File: src/rtl/mul4_share_arb.sv
// mul4_share_arb: one 4x4 unsigned multiplier shared by NUM_REQ requesters.
//
// A round-robin arbiter picks one valid requester per cycle and feeds a
// 2-stage pipeline: an issue register (s1), then a product/output register.
// Each result is tagged with the index of the requester that produced it.
//
// Parameters:
//   NUM_REQ  number of requesters (2..8)
//   ID_W     result tag width, ID_W >= clog2(NUM_REQ)
//
// Ports:
//   clk        rising-edge clock
//   rst        synchronous active-high reset
//   req_valid  per-requester request valid
//   req_a      operand A, requester i uses bits [4i+3:4i]
//   req_b      operand B, same packing as req_a
//   req_ready  one-hot grant; handshake when req_valid[i] & req_ready[i]
//   res_valid  result valid
//   res_data   8-bit product A*B
//   res_id     index of the requester that produced res_data
//   res_ready  consumer accepts the result
//
// Optional build macro MUL4_ARB_STATS_EN adds per-requester 8-bit saturating
// grant counters, read through stat_sel (input) / stat_cnt (output).

module mul4_share_arb #(
  parameter int NUM_REQ = 4,
  parameter int ID_W    = 3
) (
  input  logic                 clk,
  input  logic                 rst,
  input  logic [NUM_REQ-1:0]   req_valid,
  input  logic [4*NUM_REQ-1:0] req_a,
  input  logic [4*NUM_REQ-1:0] req_b,
  output logic [NUM_REQ-1:0]   req_ready,
  output logic                 res_valid,
  output logic [7:0]           res_data,
  output logic [ID_W-1:0]      res_id,
  input  logic                 res_ready
`ifdef MUL4_ARB_STATS_EN
  ,
  input  logic [ID_W-1:0]      stat_sel,
  output logic [7:0]           stat_cnt
`endif
);

  localparam int unsigned N = NUM_REQ;

  logic [ID_W-1:0]    rr_ptr;
  logic [ID_W-1:0]    rr_next;

  logic               found;
  logic [ID_W-1:0]    win_id;
  logic [NUM_REQ-1:0] win_oh;
  logic [3:0]         win_a;
  logic [3:0]         win_b;

  logic               s1_valid;
  logic [3:0]         s1_a;
  logic [3:0]         s1_b;
  logic [ID_W-1:0]    s1_id;

  logic               out_adv;
  logic               s1_adv;
  logic               can_issue;
  logic               hs;

  assign out_adv   = !res_valid || res_ready;
  assign s1_adv    = s1_valid && out_adv;
  assign can_issue = !s1_valid || out_adv;

  // Rotating priority search in two passes so that every index is a loop
  // constant: first indices >= rr_ptr, then the wrapped-around lower ones.
  always_comb begin
    found  = 1'b0;
    win_id = '0;
    win_oh = '0;
    win_a  = '0;
    win_b  = '0;
    for (int unsigned k = 0; k < N; k++) begin
      if (!found && req_valid[k] && (32'(rr_ptr) <= k)) begin
        found     = 1'b1;
        win_id    = ID_W'(k);
        win_oh[k] = 1'b1;
        win_a     = req_a[4*k +: 4];
        win_b     = req_b[4*k +: 4];
      end
    end
    for (int unsigned k = 0; k < N; k++) begin
      if (!found && req_valid[k]) begin
        found     = 1'b1;
        win_id    = ID_W'(k);
        win_oh[k] = 1'b1;
        win_a     = req_a[4*k +: 4];
        win_b     = req_b[4*k +: 4];
      end
    end
  end

  assign hs        = found && can_issue && !rst;
  assign req_ready = hs ? win_oh : '0;
  assign rr_next   = (win_id == ID_W'(N - 1)) ? '0 : win_id + ID_W'(1);

  always_ff @(posedge clk) begin
    if (rst) begin
      rr_ptr    <= '0;
      s1_valid  <= 1'b0;
      s1_a      <= '0;
      s1_b      <= '0;
      s1_id     <= '0;
      res_valid <= 1'b0;
      res_data  <= '0;
      res_id    <= '0;
    end else begin
      // Issue stage: refills (or empties) whenever it can move on.
      if (can_issue) begin
        s1_valid <= hs;
        if (hs) begin
          s1_a   <= win_a;
          s1_b   <= win_b;
          s1_id  <= win_id;
          rr_ptr <= rr_next;
        end
      end
      // Output stage: held stable under backpressure.
      if (out_adv) begin
        res_valid <= s1_adv;
        if (s1_adv) begin
          res_data <= 8'(s1_a) * 8'(s1_b);
          res_id   <= s1_id;
        end
      end
    end
  end

`ifdef MUL4_ARB_STATS_EN
  logic [7:0] grant_cnt [NUM_REQ];

  always_ff @(posedge clk) begin
    if (rst) begin
      for (int unsigned k = 0; k < N; k++) grant_cnt[k] <= '0;
    end else begin
      for (int unsigned k = 0; k < N; k++) begin
        if (hs && win_oh[k] && (grant_cnt[k] != '1))
          grant_cnt[k] <= grant_cnt[k] + 8'd1;
      end
    end
  end

  // Selects outside 0..NUM_REQ-1 match no entry and read 0.
  always_comb begin
    stat_cnt = '0;
    for (int unsigned k = 0; k < N; k++) begin
      if (stat_sel == ID_W'(k)) stat_cnt = grant_cnt[k];
    end
  end
`endif

endmodule

File: config.mk
export PLATFORM = sky130hd
export DESIGN_NAME = mul4_share_arb
export DESIGN_NICKNAME = d
export VERILOG_FILES = /design/src/rtl/mul4_share_arb.sv
export SDC_FILE = /design/constraint.sdc
export NUM_CORES = 1
export LEC_CHECK = 0
export ABC_AREA = 1
export CORE_MARGIN = 1.5
export CORE_UTILIZATION = 53
export DETAILED_ROUTE_END_ITERATION = 6
export MAX_ROUTING_LAYER = met4
export PLACE_DENSITY_LB_ADDON = 0.05
export SYNTH_ARGS = -nofsm -noshare
export SYNTH_HDL_FRONTEND = slang
export SYNTH_SLANG_ARGS = --single-unit
File: constraint.sdc
create_clock -name clk -period 5.15 [get_ports clk]
set_input_delay 1.03 -clock clk [delete_from_list [all_inputs] [get_ports clk]]
set_output_delay 1.03 -clock clk [all_outputs]
set_load 0.05 [all_outputs]
==> results.yml <==
route:
  first_iter_violations: 178
  vias: 2177
  avgViaCountPerCell: 5.271
  drc: 0
  routedWlPerCell_um: 12.72
  drtAntennaViolNets: 0
  routed_wl_um: 5254
  drt-pass1-iter-count: 5
final_layout:
  area_growth_pct: 29.04
  n_antenna_cell: 0
  nFillCells: 336
  layout_commonest_cell: "nand2_1"
  final_cell_mix: "nand2_1, nor2_1, clkdlybuf4s50_1, inv_1, nand3_1"
  utilization_pct: 71.82
  nets: 422
  drive_gt1_share_pct: 7.123
worst_setup_path:
  path_cells: "clkdlybuf4s50_1 -> inv_1 -> nor2_2 -> a21oi_4 -> nand4_2 -> a21oi_1 -> clkdlybuf4s50_1"
  cp-end-kind: "output pin"
  critPathKind: "primary input to output pin"
  arrival_ns: 3.56
  crit_path_top_delay_cell: "clkdlybuf4s50_1"
  required_ns: 4.12
  crit_top_cell: "clkdlybuf4s50_1"
  setup.worst_path.start_class: "primary input"
  critPathMaxFanout: 11
  max_stage_delay_ns: 0.83
timing:
  grt_setup_unrepaired: "no"
  hold_violations: 0
  final-setup-viol-count: 0
  period_share_pct: 89.13
  fin_crit_ns: 4.590
  tightestPinTransition_ns: 0.5126
  max_slew_margin_pct: 65.72
  fmax_mhz: 217.8
  timing.setup.tns_ns: 0
  slew_viol_final: 0
  finalClockSkew_ns: 0.009258
clock_tree:
  cts_buffer_depth: 2
  postCtsHoldBufs: 0
  post_cts_buffers: 0
  numCtsBuffers: 3
  tritoncts: "done"
  clk_latency_ns: 0.27
  clock-sinks: 24
  ctsResizeCount: 0
  clkSlewWorstSetupHoldPaths_ns: 0.09
  root_buffer: "clkbuf_8"
  cts.htree.levels: 1
place:
  place.port_buffers: 53
  gp_congestion: 0.9580
  dpl.hpwl_um: 4159
die:
  core_um2: 3716
  die_w_um: 65.47
  ios: 55
  dieArea_um2: 4286
  num_rows: 22
  start_util_pct: 55.66
  fp.dieH_um: 65.47
power_and_ir_drop:
  irDropWorstVdd_mv: 0.1693
  p_per_area_nw_per_um2: 217.1
  leakagePower_nw: 1.321
global_routing:
  grt_pass1_vias: 1943
  grt_pass1_wl_um: 8769
  grt-ovfl-total: 0
  track_usage_pct: 26.81
  antenna_found_initial: 0
  grt_max_degree: 20
synth:
  synth.top_cell.area_share_pct: 23.23
  yosys-top-cells-area: "dfxtp_1, nand2_1, nor2_1"
  ys_seq_area_share_pct: 23.23
  synth_top_area_cell: "dfxtp_1"
  yosysWarnings: 0
  synthCells: 318
  netlist_area_um2: 2068
  syn_avg_cell_area_um2: 6.504
  ys_ff_latch: 24
  syn_nets: 374
  synthDistinctLibCells: 29
run_status:
  outcome: "finished clean"
worst_hold_path:
  hp-class: "register to register"
run:
  max-cap-violations: 0
[path summary, 6_finish.rpt]
| path | startpoint | end | slack [ns] | cells after the start |
|---|---|---|---|---|
| max | req_valid[1] | req_ready[0] | 0.56 | 7 |
| min | s1_id[1] | s1_id[1] | 0.47 | 2 |
| max reg2reg | s1_b[3] | res_data[6] | 2.31 | 11 |
| min reg2reg | s1_id[1] | s1_id[1] | 0.47 | 2 |
[kinds of logic after synthesis]
group	share of synthesized area [%]
AO/OA/AOI/OAI	10.89
XOR/XNOR	0.8471
adder cells (fa/ha/maj)	11.74
buffers and inverters	13.31
flip-flops	23.23
other	0.1813
AND/OR/NAND/NOR	39.81
[stage by stage]
step | cell area [um^2] | hold WS (ns) | cells | worst slack, ns | power [mW]
floorplan | 2068 | 0.4361 | 318 | 1.453 | 0.3460
global placement | 2597 | 0.4529 | 409 | 0.6124 | 0.4114
detailed placement | 2597 | 0.4541 | 409 | 0.5807 | 0.4132
CTS | 2669 | 0.4673 | 413 | 0.5764 | 0.5793
global route | 2669 | 0.4886 | 413 | 0.3510 | 0.6096
finish | 2669 | 0.4703 | 413 | 0.5597 | 0.5793
[routing by layer]
layer  wire length [um]  track usage (%)
met5                  0                -
met4                 68            4.948
met3                294            4.281
met2               2463            43.49
met1               2428            35.86
[power by group]
group | switching, mW | internal [mW] | total (mW) | leakage [nW]
combinational | 0.119 | 0.0774 | 0.197 | 1.09
clock | 0.0644 | 0.104 | 0.168 | 0.0357
sequential | 0.0138 | 0.200 | 0.214 | 0.198
[flip-flops by register name, summed over array words and instances, names as in the netlist]
name and cells:
s1_id 2, res_data 8, res_id 2, res_valid 1, s1_valid 1, s1_a 4, s1_b 4, rr_ptr 2
[cells in the mapped netlist (all sizes together)]
cell type	n
nand2	63
nor2	57
inv	49
nand3	34
dfxtp	24
a21oi	20
nand4	18
o21ai	18
ha	13
buf	9
clkbuf	5
fa	4
conb	1
o221ai	1
xnor2	1
xor2	1
[worst max-delay path: cells and delay by family]
family | cells | cell delay [ns]
buffers and inverters | 3 | 1.63
AOI/OAI and AO/OA | 2 | 0.48
and+or+nand+nor | 2 | 0.41
[final cells by class]
| cell class | count | area, um^2 | area share, % |
|---|---|---|---|
| clock buffers | 3 | 41.29 | 1.547 |
| clock inverters | 1 | 30.03 | 1.125 |
| inverters | 49 | 183.9 | 6.892 |
| multi-input cells | 231 | 1313 | 49.18 |
| flip-flops and latches | 24 | 480.5 | 18.00 |
| well taps | 48 | 60.06 | 2.250 |
| repair buffers | 57 | 560.5 | 21.00 |
Note: power is estimated with default switching activity, not from simulation.
==> variant 1 (same settings) <==
Set the parameter `ID_W` to 6 (it was 3).
--- a/src/rtl/mul4_share_arb.sv
+++ b/src/rtl/mul4_share_arb.sv
@@ -25,7 +25,7 @@
 
 module mul4_share_arb #(
   parameter int NUM_REQ = 4,
-  parameter int ID_W    = 3
+  parameter int ID_W    = 6
 ) (
   input  logic                 clk,
   input  logic                 rst,
Interface: changed (resized res_id); port bits go from 55 to 58. No check against the original RTL was run, so the function may have changed too.
==> variant 1 against the unedited design <==
Total power increased by 1.1%. Setup slack worse by 0.037 ns. Non-clock buffer count shrank 2. Synthesized area fell by 0.36%. Sequential cell count is the same. Final area fell by 0.47%. Maximum frequency is 0.80% lower. Wire length is 3.0% higher. Synthesized cell count rose by 2.5%. Count of clock-buffer cells in the layout stayed put.
==> variant 1: results (changes against the unedited design) <==
- Outcome: finished, final reports clean
- Crit-path max FO: 19 (+8)
- CTS max path bufs: 2 (unchanged)
- Avg WL per Cell: 12.82 um (+0.77%)
- Type of the worst min-delay path: register to register
- Synth top area cells: dfxtp_1 23%, nand2_1 13%, nor2_1 9.1%
- Vias: 2,212 (+1.6%)
- Layout net count: 431 (+2.1%)
- Inst Count DP: 418 (+2.2%)
- Clock Skew: 0.003884 ns (-0.005374 ns)
- Sequential fraction of the synthesis area: 0.2332 (+0.0008463)
- DRT iter0 DRCs: 220 (+24%)
- Vias in the first global route: 2,120 (+9.1%)
- Via density: 5.242 (-0.56%)
- Share of layout cells above drive strength 1: 0.05615 (-0.01508)
- Syn_area_per_cell: 6.321 um2 (-2.8%)
- Slew margin rel.: 0.6569 (about the same)
- Top cells by count, synth: 72 x nand2_1, 50 x nor2_1, 46 x inv_1, 32 x nand3_1, 24 x dfxtp_1
- VDD IR max: 0.0001800 V (+6.3%)
- Fillcell total: 338 (+0.60%)
- DR pass1 iterations: 4 (-1)
- Netlist cell types: 28 (-3.4%)
- Place WS: 0.5325 ns (-0.04819 ns)
- Tot GR Track Use: 0.2868 (+0.01870)
- P_leak: 0.001372 uW (+3.8%)
- First-pass GRT wire length: 9.487 mm (+8.2%)
- Worst Path Arrival: 3.60 ns (+0.04 ns)
- Routability cong.: 0.8747 (-8.7%)
==> variant 1: cell count changes in the layout (fill, tap and decap cells not counted), sizes merged <==
cell	before	now
a21oi	20	18
buf	4	2
clkinv	0	2
conb	1	4
nand2	63	76
nand3	34	35
nand4	18	17
nor2	57	52
nor3	0	8
o21ai	18	10
==> variant 1: worst max-delay path, delay by kind of cell <==
kind | cells | cell delay, ns
AO/OA/AOI/OAI | 1 | 0.21
buffers and inverters | 3 | 1.94
AND/OR/NAND/NOR | 2 | 0.41
==> variant 1: metrics by stage <==
step,cell area (um2),util,hold WS [ns]
CTS,2656,0.7201,0.4764
detailed placement,2585,0.7008,0.4603
global route,2656,0.7201,0.5097
global placement,2585,0.7008,0.4588
floorplan,2072,-,0.4393
finish,2656,0.7201,0.4757
==> variant 1: cell families (layout without fill, tap and decap cells) <==
| group | after synthesis | after routing | synth area share |
|---|---|---|---|
| AND/OR/NAND/NOR | 188 | 188 | 0.4250 |
| adder cells (fa/ha/maj) | 17 | 17 | 0.1178 |
| AO/OA/AOI/OAI | 29 | 29 | 0.07590 |
| flip-flops | 24 | 24 | 0.2332 |
| buffers and inverters | 65 | 110 | 0.1378 |
| XOR/XNOR | 2 | 2 | 0.008502 |
| other | 1 | 4 | 0.001820 |
==> variant 1: report_power, final <==
group          switching, uW  internal [uW]
clock network           60.5            104
logic                    129           77.3
registers               13.1            201
==> variant 1: final timing paths <==
kind | cells past startpoint | slack [ns] | to | from
max | 6 | 0.52 | req_ready[1] | req_valid[1]
max reg2reg | 13 | 2.25 | res_data[7] | s1_a[0]
min | 2 | 0.48 | res_data[0] | res_data[0]
min reg2reg | 2 | 0.48 | res_data[0] | res_data[0]
==> variant 1: final cells by class <==
class / count / area (um2) / share of cell area
well taps: 48 / 60.06 / 0.02261
clock inverters: 1 / 30.03 / 0.01130
flip-flops and latches: 24 / 480.5 / 0.1809
repair buffers: 55 / 545.5 / 0.2054
multi-input cells: 240 / 1308 / 0.4922
clock buffers: 3 / 41.29 / 0.01554
inverters: 51 / 191.4 / 0.07207
==> variant 1: layer usage <==
layer,vias to the layer above,wire length (um),global-route usage,part of all wire
met1,1009,2532,0.3814,0.47
met3,6,307,0.05479,0.057
met2,64,2539,0.4643,0.47
met4,0,31,0.04688,0.0057
met5,-,0,-,0
li1,1133,-,-,-
==> variant 2 (same flow settings) <==
Without the edit above. Add a define of `MUL4_ARB_STATS_EN`.
--- a/src/rtl/mul4_share_arb.sv
+++ b/src/rtl/mul4_share_arb.sv
@@ -22,6 +22,8 @@
 //
 // Optional build macro MUL4_ARB_STATS_EN adds per-requester 8-bit saturating
 // grant counters, read through stat_sel (input) / stat_cnt (output).
+
+`define MUL4_ARB_STATS_EN
 
 module mul4_share_arb #(
   parameter int NUM_REQ = 4,
Interface: changed (added stat_cnt and stat_sel); port bits go from 55 to 66. The function was not compared with the original's and may differ.
==> variant 2 against the unedited design <==
Maximum frequency decreased by 3.8%. Largest power group unchanged. Final cell count increased by 65%. Combinational power increased by 50%. Final area increased by 75%. Total power increased by 90%. Critical endpoint is now req_ready[3]. Synthesized cell count increased by 64%. Sequential cell count increased by 32. Utilization decreased by 6.6 points. Setup slack got worse by 0.18 ns. Wire length increased by 74%. First-iteration DRC count decreased by 12%. Synthesized area increased by 88%. Clock skew decreased by 0.0034 ns.
==> variant 2: results (changes against the unedited design) <==
- Layout net count: 646 (+53%)
- Tot GR Track Use: 0.2608 (-0.007366)
- Worst setup path start: req_valid[2]
- Outcome: finished, final reports clean
- DRT iter0 DRCs: 156 (-12%)
- Int Pwr: 720.3 uW (+89%)
- Worst Path Arrival: 3.74 ns (+0.18 ns)
- Via density: 5.240 (-0.59%)
- WHS Endpoint: res_data[0]
- Reg-to-reg startpoint: s1_a[0]
- H-tree depth: 2 (+1)
- Netlist cell types: 36 (+24%)
- Top cells by count, synth: 121 x nand2_1, 83 x nor2_1, 70 x inv_1, 40 x nand3_1, 32 x edfxtp_1
- Clk pin slew, worst setup/hold paths: 0.11 ns (+0.02 ns)
- Sequential share of power: 0.493 (+0.123)
- Num CTS Buffers: 5 (+2)
- Slew @ Worst Pin: 0.7943 ns (+0.2818 ns)
- Gate count of the mapped netlist: 522 (+64%)
- Worst setup path end: req_ready[3]
- WL final: 9.141 mm (+74%)
- Place WS: 0.4062 ns (-0.1745 ns)
- Clock Skew: 0.005817 ns (-0.003441 ns)
- Crit-path max FO: 19 (+8)
- Share of layout cells above drive strength 1: 0.05479 (-0.01644)
- Max frequency: 209.5 MHz (-3.8%)
variant 2: cells by family after synthesis:
| kind of cell | after synthesis | synth area share |
|---|---|---|
| fa+ha+maj | 21 | 0.07548 |
| simple gates | 291 | 0.3423 |
| compound gates | 48 | 0.07581 |
| flops | 56 | 0.3716 |
| other cells | 1 | 0.0009668 |
| buf+inv | 88 | 0.09548 |
| xor+xnor | 17 | 0.03839 |
variant 2: cell type report:
cell class,count,share of cell area
Clock inverter,3,0.005884
Inverter,76,0.06392
Sequential cell,56,0.3081
Multi-Input combinational cell,378,0.4418
Timing Repair Buffer,66,0.1391
Clock buffer,5,0.01471
Tap cell,99,0.02648
variant 2: routing by layer:
metal | GRT usage | vias up | part of all wire
li1 | - | 1828 | -
met1 | 0.3204 | 1640 | 0.45
met2 | 0.4539 | 92 | 0.49
met3 | 0.02705 | 19 | 0.034
met4 | 0.07670 | 0 | 0.019
met5 | - | - | 0
